===== src/rtl/stopwatch_6bit.sv =====
// Start/pause/clear stopwatch counting 0..MAX at one step per DIV clocks.
// Buttons are synchronized and edge-detected; carry pulses on each MAX->0 wrap.
module stopwatch_6bit #(
    parameter int unsigned DIV = 50_000_000,
    parameter int unsigned MAX = 59
) (
    input  logic       clk,
    input  logic       rst,
    input  logic       btn_start,
    input  logic       btn_clear,
    output logic [5:0] count,
    output logic       running,
    output logic       carry
);

    localparam int unsigned PW = (DIV > 1) ? $clog2(DIV) : 1;
    localparam logic [PW-1:0] PRE_LAST = PW'(DIV - 1);
    localparam logic [5:0] CNT_MAX = 6'(MAX);

    typedef enum logic [1:0] {
        S_IDLE,
        S_RUN,
        S_PAUSE
    } state_e;

    state_e        state_q, state_d;
    logic [PW-1:0] presc_q, presc_d;
    logic [5:0]    count_q, count_d;
    logic          running_q, running_d;
    logic          carry_q, carry_d;

    logic start_meta_q, start_meta_d, start_sync_q, start_sync_d, start_prev_q, start_prev_d;
    logic clear_meta_q, clear_meta_d, clear_sync_q, clear_sync_d, clear_prev_q, clear_prev_d;
    logic start_evt, clear_evt, tick;

    // Two-flop synchronizers plus a history flop for rising-edge detection
    always_comb begin
        start_meta_d = btn_start;
        start_sync_d = start_meta_q;
        start_prev_d = start_sync_q;
        clear_meta_d = btn_clear;
        clear_sync_d = clear_meta_q;
        clear_prev_d = clear_sync_q;
        start_evt    = start_sync_q & ~start_prev_q;
        clear_evt    = clear_sync_q & ~clear_prev_q;
    end

    always_comb begin
        state_d = state_q;
        presc_d = presc_q;
        count_d = count_q;
        carry_d = 1'b0;
        tick    = (state_q == S_RUN) && (presc_q == PRE_LAST);

        if (state_q == S_RUN) begin
            presc_d = tick ? '0 : presc_q + PW'(1);
            if (tick) begin
                count_d = (count_q >= CNT_MAX) ? 6'd0 : count_q + 6'd1;
                carry_d = (count_q >= CNT_MAX);
            end
        end

        // A start on a tick cycle still lets that tick land before pausing
        case (state_q)
            S_IDLE:  if (start_evt) state_d = S_RUN;
            S_RUN:   if (start_evt) state_d = S_PAUSE;
            S_PAUSE: if (start_evt) state_d = S_RUN;
            default: state_d = S_IDLE;
        endcase

        if (clear_evt) begin
            state_d = S_IDLE;
        end

        if (state_d == S_IDLE) begin
            presc_d = '0;
            count_d = 6'd0;
            carry_d = 1'b0;
        end

        running_d = (state_d == S_RUN);
    end

    always_ff @(posedge clk or posedge rst) begin
        if (rst) begin
            state_q      <= S_IDLE;
            presc_q      <= '0;
            count_q      <= 6'd0;
            running_q    <= 1'b0;
            carry_q      <= 1'b0;
            start_meta_q <= 1'b0;
            start_sync_q <= 1'b0;
            start_prev_q <= 1'b0;
            clear_meta_q <= 1'b0;
            clear_sync_q <= 1'b0;
            clear_prev_q <= 1'b0;
        end else begin
            state_q      <= state_d;
            presc_q      <= presc_d;
            count_q      <= count_d;
            running_q    <= running_d;
            carry_q      <= carry_d;
            start_meta_q <= start_meta_d;
            start_sync_q <= start_sync_d;
            start_prev_q <= start_prev_d;
            clear_meta_q <= clear_meta_d;
            clear_sync_q <= clear_sync_d;
            clear_prev_q <= clear_prev_d;
        end
    end

    assign count   = count_q;
    assign running = running_q;
    assign carry   = carry_q;

endmodule


===== config.mk =====
export PLATFORM = sky130hd
export DESIGN_NAME = stopwatch_6bit
export DESIGN_NICKNAME = d
export VERILOG_FILES = /design/src/rtl/stopwatch_6bit.sv
export SDC_FILE = /design/constraint.sdc
export NUM_CORES = 1
export LEC_CHECK = 0
export ABC_AREA = 1
export CAP_MARGIN = 25
export CORE_MARGIN = 5
export CORE_UTILIZATION = 60
export DETAILED_ROUTE_END_ITERATION = 8
export HOLD_SLACK_MARGIN = 0.02
export PLACE_DENSITY = 0.79
export SYNTH_ARGS = -nofsm -noshare
export SYNTH_HDL_FRONTEND = slang
export SYNTH_SLANG_ARGS = --single-unit

===== constraint.sdc =====
create_clock -name clk -period 3.9 [get_ports clk]
set_input_delay 1.17 -clock clk [delete_from_list [all_inputs] [get_ports clk]]
set_output_delay 1.17 -clock clk [all_outputs]
set_load 0.1 [all_outputs]

---- After elaboration in Yosys (flattened, before gate mapping) ----
Cells that the tools add are included.
word-level totals
  register bits ........................... 42
  memories kept ........................... 0
  input bits .............................. 4
  word-level logic and storage cells ...... 43
  output and inout bits ................... 8
  ROM bits ................................ 0
  bits in writable memories ............... 0
  bits in latches ......................... 0
operators by class
  $lt $le $gt $ge ......................... 1
  shifts and indexed selects .............. 0
  divide/modulo/power cells ............... 0
  reduce and logical (&&, ||, !) cells .... 7
  eq/ne operators ......................... 4
  bitwise operators ....................... 4
  multiplexer cells ....................... 14
  add/sub/neg operators ................... 2
  multiply operators ...................... 0
operator list
  operator                 number
  $mux W26                 3
  $add A26 B1 Y26 const B  1
  $eq A26 B26 Y1 const B   1
  $mux W6                  4
  $add A6 B1 Y6 const B    1
  $ge A6 B6 Y1 const B     1
  $mux W2                  3
  $eq A2 B1 Y1 const B     2
  $logic_not A2 Y1         2
  $pmux W2 S2              1
  $reduce_bool A2 Y1       2
  $mux W1                  3
  $and A1 B1 Y1            2
  $eq A2 B2 Y1 const B     1
  $not A1 Y1               2
  $reduce_and A2 Y1        1
  $reduce_or A2 Y1         1
  $logic_and A1 B1 Y1      1

---- Depth between registers and ports, before layout ----
Gate-level depths: netlist (run 1).
  depth after elaboration ................. 8
  depth in mapped cells ................... 10
  depth with buffers taken out ............ 10

---- Worst setup path before layout (run 1) ----
No wires, ideal clock.
  path type ............................... register -> output
  start point ............................. reg count_q[3] (netlist: count[3])
  end point ............................... out count[3]
  stages on the path, launching flop included .. 1
  required time ........................... 2730 ps
  arrival ................................. 982 ps
  slack ................................... 1748 ps
  path buffers ............................ 0
  cell sequence ........................... dfrtp_1
RTL lines
  what                    line  text
  from (decl)             28    logic [5:0] count_q, count_d;
  from (signal assigned)  100   count_q <= count_d;
  to (decl)               11    output logic [5:0] count,
No word-level cell between the ends.

---- Final worst setup path (run 1) ----
  start point ............................. reg count_q[5] (netlist: count[5])
  end point ............................... out count[5]
No word-level cell between the ends.

==> results of run 1 <==
## sequential cells by signal (all words and copies together), names as in the netlist
register      cells
count             6
state_q           2
running           1
clear_prev_q      1
clear_meta_q      1
clear_prev_d      1
start_prev_q      1
presc_q          26
start_prev_d      1
start_meta_q      1
carry             1
## metal layers
layer | share of wire | up-vias
li1 | - | 1091
met1 | 0.45 | 1022
met2 | 0.47 | 46
met3 | 0.043 | 14
met4 | 0.031 | 0
met5 | 0 | -
## layout make-up
class	count	area share
clock inverter	2	0.0221
tap	50	0.0230
timing repair buffer	13	0.0414
multi-input combinational	246	0.446
sequential	42	0.386
clock buffer	6	0.0304
inverter	37	0.0511
## Yosys cell counts
cell type   n  area share
nand4_1     9       0.023
o21ai_0     9       0.018
nand2_1    83        0.13
nor3_1      5       0.010
o211ai_1    1      0.0031
and2_1      1      0.0026
o21bai_1    1      0.0031
xnor2_1     1      0.0036
dfrtp_1    42        0.43
inv_2       2      0.0031
a211oi_2    1      0.0051
buf_6       2      0.0092
xor2_1      4       0.014
nor3_2      1      0.0041
nand3_1    33       0.067
nor2_2      9       0.023
nor2_4      4       0.018
ha_1        2       0.010
buf_4       2      0.0061
inv_1      35       0.054
a21oi_1    16       0.033
nand3b_1    1      0.0031
nand2_2    10       0.025
o21ai_2     1      0.0036
buf_2       3      0.0061
or2_2       1      0.0026
nand3_2     5       0.020
nor2_1     48       0.073
## power groups by stage
| stage | registers (uW) | clock network (uW) | logic (uW) |
|---|---|---|---|
| after CTS | 456 | 429 | 124 |
| after global placement | 463 | 0 | 122 |
| after global routing | 457 | 448 | 137 |
| after detailed placement | 464 | 0 | 124 |
| after floorplan | 472 | 0 | 96.0 |
| final | 456 | 426 | 124 |
## metrics by stage
stage	hold WS [ps]	total power, uW	setup slack [ps]	instance area [um2]	instances
2_1_floorplan	331	568	1750	2450	332
3_3_place_gp	333	585	1260	2580	388
3_5_place_dp	338	589	1250	2580	388
4_1_cts	356	1010	923	2720	396
5_1_grt	375	1040	884	2720	396
6_report	355	1010	934	2720	396
## layout by cell type (no fill, tap or decap), types with 4 or more instances in the layout
master	Yosys	final
nand3_2	5	5
nor3_1	5	5
nand4_1	9	9
inv_1	35	34
o21ai_0	9	9
nor2_4	4	4
clkdlybuf4s50_1	0	6
nand2_1	83	83
a21oi_1	16	16
buf_4	2	7
xor2_1	4	4
clkbuf_8	0	6
nor2_2	9	9
nand3_1	33	33
nand2_2	10	10
nor2_1	48	48
dfrtp_1	42	42
## logic make-up after synthesis
logic type,after synthesis,synth area share
AO/OA/AOI/OAI,29,0.0658
XOR/XNOR,5,0.0178
adder cells (fa/ha/maj),2,0.0102
buffers and inverters,44,0.0780
flip-flops,42,0.428
AND/OR/NAND/NOR,210,0.400
## final timing paths
path	to	depth (start not counted)	start	slack, ps
max in group asynchronous	presc_q[25]$_DFFE_PP0P_	3	rst	1940
setup reg to reg	presc_q[20]$_DFFE_PP0P_	9	clear_prev_d$_DFF_PP0_	1920
hold reg to reg	start_prev_d$_DFF_PP0_	0	start_meta_q$_DFF_PP0_	350
min in group asynchronous	running$_DFF_PP0_	2	rst	1270
hold / removal	start_prev_d$_DFF_PP0_	0	start_meta_q$_DFF_PP0_	350
setup / recovery	count[5]	1	count[5]$_DFFE_PP0P_	930
==> results.sh, run 1 <==
export IMPL_status="completed"
export IMPL_clk_path_buf_depth=2
export IMPL_nFillCells=323
export IMPL_final_util=0.685
export IMPL_firstDrtPassIters=4
export IMPL_cp_top_family="buffers and inverters"
export IMPL_fmax_mhz=337
export IMPL_syn_to_final_growth_pct=10.8
export IMPL_pwr_share_clk=0.424
export IMPL_first_iter_violations=134
export IMPL_setup_viol=0
export IMPL_netlist_instances=332
export IMPL_p_sw_uw=257
export IMPL_cts_sinks=42
export IMPL_hpwl_mm=3.77
export IMPL_die_area_mm2=0.00547
export IMPL_grt_use_total=0.225
export IMPL_viasPerCell=5.49
export IMPL_grt_pass1_wl_mm=9.40
export IMPL_final_nets=351
export IMPL_drtAntennaViolNets=0
export IMPL_use_met1=0.295
export IMPL_ios=12
export IMPL_dieHeight_um=74.0
export IMPL_ys_types=28
export IMPL_synth_nets=338
export IMPL_antenna_found_initial=0
export IMPL_path_cells="clkdlybuf4s50_1"
export IMPL_slowest_stage="clkdlybuf4s50_1"
export IMPL_core_area_mm2=0.00397
export IMPL_cp_data_required_time_ps=2730
export IMPL_synth_seq_cells=42
export IMPL_rsz0062_at_grt="false"
export IMPL_crit_path_end_kind="output pin"
export IMPL_final_setup_tns_ps=0
export IMPL_multi_input_area_mm2=0.00121
export IMPL_cts_reportedPaths_clkPinSlew_ps=80
export IMPL_drv_cap=0
export IMPL_clkLatencyLatePin_ps=300
export IMPL_leakage_uw=0.00118
export IMPL_slew_violations=0
export IMPL_row_count=23
export IMPL_cpPeakStageDelay_ps=1140
export IMPL_initial_core_util=0.618
export IMPL_grt_pass1_vias=2035
export IMPL_insertedDiodeCount=0
export IMPL_yosys_warnings=0
export IMPL_regArea_mm2=0.00105
export IMPL_wirelength_mm=5.37
export IMPL_cts_resized=0
export IMPL_vias=2173
export IMPL_arrival_ps=1800
export IMPL_swShare=0.255
export IMPL_crit_fanout=3
export IMPL_grtUsageMet2=0.360
export IMPL_place_gp_congestion=0.892
export IMPL_numCtsBuffers=5
export IMPL_start_kind="register"
export IMPL_wire_per_inst_um=13.5
export IMPL_ys_seq_area_frac=0.428
export IMPL_finalCriticalPeriod_ps=2970
export IMPL_power_frac_seq=0.453
export IMPL_hold_viol=0
export IMPL_worst_ir_drop_vdd_v=0.000328
export IMPL_p_int_uw=749
export IMPL_met3_usage=0.0486
export IMPL_clockRootBuffer="clkbuf_8"
export IMPL_p_per_area_mw_per_mm2=370
export IMPL_avgSynthCellArea_um2=7.39
export IMPL_hp_class="reg2reg"
export IMPL_relSlewSlack=0.351
export IMPL_drive_gt1_frac=0.142
export IMPL_critical_path_buf_inv_count=1
export IMPL_p_comb_frac=0.123
export IMPL_worst_pin_slew_ps=970
export IMPL_cts_tree="built"
export IMPL_io_buffer_count=11
export IMPL_cts_setup_buffers=0
export IMPL_grt_max_degree=40
export IMPL_chipWidth_um=74.0
export IMPL_synthesis_area_mm2=0.00245
export IMPL_worst_setup_path_type="reg2out"
export IMPL_postCtsHoldBufs=0
export IMPL_fin_crit_sh=0.761
export IMPL_htree_levels=2
export IMPL_skew_ps=4.23
export IMPL_top_usage_layer="met2"
export IMPL_drc_errors=0
export IMPL_overflow=0
Power figures use the tool's default switching activity.
==> run 2: changes to the inputs <==
- CORE_UTILIZATION: 60 -> 54
- PLACE_DENSITY: 0.79 -> 0.76
- clock period: 3.9 -> 2.6 ns (I/O delays scaled with it)
==> results.sh, run 2 (synthesis results as in run 1) <==
export IMPL_setup_worst_path_start="state_q[0]$_DFF_PP0_"
export IMPL_grt_max_degree=40
export IMPL_arrival_ps=2090
export IMPL_drtAntennaViolNets=0
export IMPL_cts_resized=0
export IMPL_r2r_cells=8
export IMPL_r2r_start="state_q[0]$_DFF_PP0_"
export IMPL_die_area_mm2=0.00599
export IMPL_critical_path_buf_inv_count=1
export IMPL_total_power_uw=1270
export IMPL_worst_ir_drop_vdd_v=0.000273
export IMPL_final_util=0.607
export IMPL_antenna_found_initial=0
export IMPL_dieHeight_um=77.4
export IMPL_multi_input_area_mm2=0.00121
export IMPL_p_per_area_mw_per_mm2=476
export IMPL_largest_reg_flops=26
export IMPL_worst_pin_slew_ps=746
export IMPL_cts_setup_buffers=0
export IMPL_grt_pass1_wl_mm=8.75
export IMPL_hp_class="reg2reg"
export IMPL_leakage_uw=0.00116
export IMPL_drive_gt1_frac=0.142
export IMPL_fmax_mhz=537
export IMPL_numCtsBuffers=5
export IMPL_top_register="presc_q"
export IMPL_cp_data_required_time_ps=2830
export IMPL_insertedDiodeCount=0
export IMPL_clk_path_buf_depth=2
export IMPL_htree_levels=2
export IMPL_nFillCells=399
export IMPL_io_buffer_count=11
export IMPL_skew_ps=8.89
export IMPL_wire_per_inst_um=12.7
export IMPL_first_iter_violations=170
export IMPL_final_cell_mix="nand2_1 (83), nor2_1 (48), dfrtp_1 (42)"
export IMPL_regArea_mm2=0.00105
export IMPL_grt_use_total=0.176
export IMPL_path_cells="nand2_2 -> nand2_1 -> nand3_2 -> nand2_2 -> inv_2 -> nor2_4 -> nand2_1 -> nor2_1"
export IMPL_relSlewSlack=0.500
export IMPL_setup_viol=0
export IMPL_dp_cells=390
export IMPL_grt_pass1_vias=1964
export IMPL_place_gp_congestion=0.884
export IMPL_drc_errors=0
export IMPL_final_setup_tns_ps=0
export IMPL_row_count=24
export IMPL_vias=2104
export IMPL_final_cells=397
export IMPL_clkLatencyLatePin_ps=300
export IMPL_rsz0062_at_grt="false"
export IMPL_cp_top_family="simple AND/OR/NAND/NOR gates"
export IMPL_hold_viol=0
export IMPL_crit_end="presc_q[5]$_DFFE_PP0P_"
export IMPL_postCtsHoldBufs=0
export IMPL_slowest_stage="nor2_4"
export IMPL_hold_slack_ps=351
export IMPL_drv_cap=0
export IMPL_crit_cells=8
export IMPL_finalCriticalPeriod_ps=1860
export IMPL_syn_to_final_growth_pct=8.41
export IMPL_r2r_end="presc_q[5]$_DFFE_PP0P_"
export IMPL_r2r_slack_ps=740
export IMPL_cts_reportedPaths_clkPinSlew_ps=80
export IMPL_slew_violations=0
export IMPL_viasPerCell=5.30
export IMPL_wirelength_mm=5.03
export IMPL_ios=12
export IMPL_hpwl_mm=3.63
export IMPL_initial_core_util=0.560
export IMPL_fin_crit_sh=0.716
export IMPL_cpPeakStageDelay_ps=510
export IMPL_status="completed"
export IMPL_cts_sinks=42
export IMPL_final_nets=351
export IMPL_crit_path_end_kind="register"
export IMPL_clockRootBuffer="clkbuf_8"
export IMPL_overflow=0
export IMPL_worst_setup_path_type="reg2reg"
export IMPL_cts_tree="built"
export IMPL_core_area_mm2=0.00438
export IMPL_crit_fanout=21
export IMPL_start_kind="register"
export IMPL_chipWidth_um=77.4
export IMPL_layout_commonest_cell="nand2_1"
export IMPL_firstDrtPassIters=4
run 2: per-layer routing:
layer  global-route usage  wire [um]  vias up
met3               0.0451        316        8
met5                    0          0        -
met4               0.0619         70        0
met1                0.231       2330      953
li1                     -          -     1085
met2                0.284       2310       58
run 2: where the power goes:
group | switching, uW | total [uW] | internal, uW | leakage (uW)
clock | 217 | 402 | 185 | 0.0000383
combinational | 138 | 183 | 45.1 | 0.000555
sequential | 12.7 | 683 | 670 | 0.000568
total | 368 | 1270 | 900 | 0.00116
run 2: stage by stage:
stage	setup slack [ps]	area [um2]
after global placement	819	2580
after CTS	725	2660
after detailed placement	745	2580
after global routing	534	2660
after floorplan	602	2450
final	738	2660
run 2: worst register-to-register path: cells and delay by family (launching register included):
family / cells / cell delay, ps
buffers and inverters: 1 / 100
flip-flops: 1 / 440
AND/OR/NAND/NOR: 7 / 1260
run 2: worst min path at each step:
stage                                 startpoint                      to  slack [ps]  cells past startpoint
after floorplan           clear_meta_q$_DFF_PP0_  clear_prev_d$_DFF_PP0_         330                      0
after global placement    start_meta_q$_DFF_PP0_  start_prev_d$_DFF_PP0_         330                      0
after detailed placement  clear_meta_q$_DFF_PP0_  clear_prev_d$_DFF_PP0_         340                      0
after CTS                 clear_meta_q$_DFF_PP0_  clear_prev_d$_DFF_PP0_         350                      0
after global routing      clear_meta_q$_DFF_PP0_  clear_prev_d$_DFF_PP0_         370                      0
final                     clear_meta_q$_DFF_PP0_  clear_prev_d$_DFF_PP0_         350                      0
run 2: layout make-up:
cell class              count  area share
flip-flops and latches     42       0.395
inverters                  37      0.0522
repair buffers             13      0.0442
well taps                  52      0.0244
clock buffers               7      0.0287
multi-input cells         246       0.456
==> run 3: changes to the inputs <==
- clock period: 2.6 -> 1.6 ns (I/O delays scaled with it)
==> results.sh, run 3 (synthesis results as in run 1) <==
export IMPL_clk_path_buf_depth=2
export IMPL_fin_crit_sh=1.01
export IMPL_rsz0062_at_grt="true"
export IMPL_antenna_found_initial=0
export IMPL_relSlewSlack=0.793
export IMPL_final_cell_mix="nand2_1 (81), nor2_1 (45), inv_1 (34)"
export IMPL_dieHeight_um=77.4
export IMPL_start_kind="register"
export IMPL_wirelength_mm=6.05
export IMPL_first_iter_violations=280
export IMPL_grt_max_degree=43
export IMPL_r2r_cells=9
export IMPL_worst_slack_ps=-8.81
export IMPL_hold_viol=0
export IMPL_initial_core_util=0.560
export IMPL_cts_reportedPaths_clkPinSlew_ps=80
export IMPL_setup_viol=1
export IMPL_worst_ir_drop_vdd_v=0.000450
export IMPL_fmax_mhz=622
export IMPL_vias=2298
export IMPL_hold_path_depth=0
export IMPL_postCtsHoldBufs=0
export IMPL_htree_levels=2
export IMPL_grt_pass1_vias=2039
export IMPL_cts_sinks=42
export IMPL_drive_gt1_frac=0.254
export IMPL_status="complete, but fails checks"
export IMPL_ios=12
export IMPL_violations="setup timing"
export IMPL_skew_ps=7.22
export IMPL_p_per_area_mw_per_mm2=732
export IMPL_crit_end="count[2]$_DFFE_PP0P_"
export IMPL_drtAntennaViolNets=0
export IMPL_place_gp_congestion=0.921
export IMPL_hpwl_mm=3.81
export IMPL_hp_class="reg2reg"
export IMPL_grt_use_total=0.188
export IMPL_overflow=0
export IMPL_insertedDiodeCount=0
export IMPL_io_buffer_count=11
export IMPL_arrival_ps=1820
export IMPL_chipWidth_um=77.4
export IMPL_r2r_slack_ps=-9
export IMPL_clockRootBuffer="clkbuf_8"
export IMPL_grt_pass1_wl_mm=9.25
export IMPL_cts_tree="built"
export IMPL_syn_to_final_growth_pct=24.6
export IMPL_slew_violations=0
export IMPL_firstDrtPassIters=5
export IMPL_crit_fanout=5
export IMPL_leakage_uw=0.00131
export IMPL_numCtsBuffers=5
export IMPL_clkLatencyLatePin_ps=290
export IMPL_cp_data_required_time_ps=1810
export IMPL_drc_errors=0
export IMPL_setup_worst_path_start="state_q[1]$_DFF_PP0_"
export IMPL_row_count=24
export IMPL_worst_pin_slew_ps=310
export IMPL_dp_cells=403
export IMPL_final_cells=418
export IMPL_drv_cap=0
export IMPL_r2r_end="count[2]$_DFFE_PP0P_"
export IMPL_core_area_mm2=0.00438
export IMPL_crit_path_end_kind="register"
export IMPL_finalCriticalPeriod_ps=1610
export IMPL_viasPerCell=5.50
export IMPL_top_register="presc_q"
export IMPL_final_nets=371
export IMPL_worst_setup_path_type="reg2reg"
export IMPL_largest_reg_flops=26
export IMPL_r2r_start="state_q[1]$_DFF_PP0_"
export IMPL_pre_cts_ws_ps=-102
export IMPL_die_area_mm2=0.00599
export IMPL_wire_per_inst_um=14.5
export IMPL_layout_commonest_cell="nand2_1"
[run 3: cell types whose count changed in the layout (fill, tap and decap cells not counted), moves of 4 or more]
cell     change
buf_12       +9
dfrtp_2      +7
nor2_4       +5
dfrtp_1      -9
buf_4        +5
nor3_1       -4
[run 3: timing repair]
action                                  CTS  global route
endpoints found under the setup margin   21            25
buffers inserted                          0             4
pin swaps                                 0            14
resized for setup                         3            27
gates cloned                              1             2
[run 3: layout make-up]
class                   instances  area [um2]
fillers                       324        1330
inverters                      37         139
well taps                      52        65.1
clock buffers                   7        86.3
multi-input cells             249        1330
flip-flops and latches         42        1070
clock inverters                 1        5.00
repair buffers                 30         369
[run 3: routing by layer]
layer | global-route usage | routed length (um)
met1 | 0.262 | 2470
met2 | 0.285 | 2900
met3 | 0.0428 | 482
met4 | 0.0722 | 202
met5 | 0 | 0
[run 3: worst min-delay path by stage]
| stage | slack, ps | end | start |
|---|---|---|---|
| global placement | 330 | clear_prev_d$_DFF_PP0_ | clear_meta_q$_DFF_PP0_ |
| detailed placement | 330 | clear_prev_d$_DFF_PP0_ | clear_meta_q$_DFF_PP0_ |
| global route | 360 | clear_prev_d$_DFF_PP0_ | clear_meta_q$_DFF_PP0_ |
| floorplan | 330 | clear_prev_d$_DFF_PP0_ | clear_meta_q$_DFF_PP0_ |
| CTS | 350 | clear_prev_d$_DFF_PP0_ | clear_meta_q$_DFF_PP0_ |
| finish | 350 | clear_prev_d$_DFF_PP0_ | clear_meta_q$_DFF_PP0_ |
[run 3: worst max-delay path, cell delays in order (launching register included)]
cell,delay [ps]
dfrtp_1,410
inv_2,110
nand2_4,70
buf_6,120
nor3_4,130
nand2_2,90
nor2_4,290
buf_6,170
nand3_1,70
o21ai_1,80
[run 3: through the flow]
step | cell area (um2) | TNS [ps] | hold slack (ps) | total power [uW] | util
detailed placement | 2810 | -1300 | 335 | 1500 | 0.640
finish | 3060 | -8.81 | 350 | 2240 | 0.697
floorplan | 2470 | -17.7 | 331 | 1390 | -
global route | 3060 | -1560 | 362 | 2350 | 0.697
CTS | 2920 | 0 | 352 | 2210 | 0.665
global placement | 2810 | -397 | 331 | 1480 | 0.640
[run 3: power by group]
part           internal (uW)  total, uW  leakage (uW)  switching, uW
Clock                    348        698     0.0000482            350
Combinational            141        421      0.000705            280
Sequential              1090       1120      0.000553           29.8
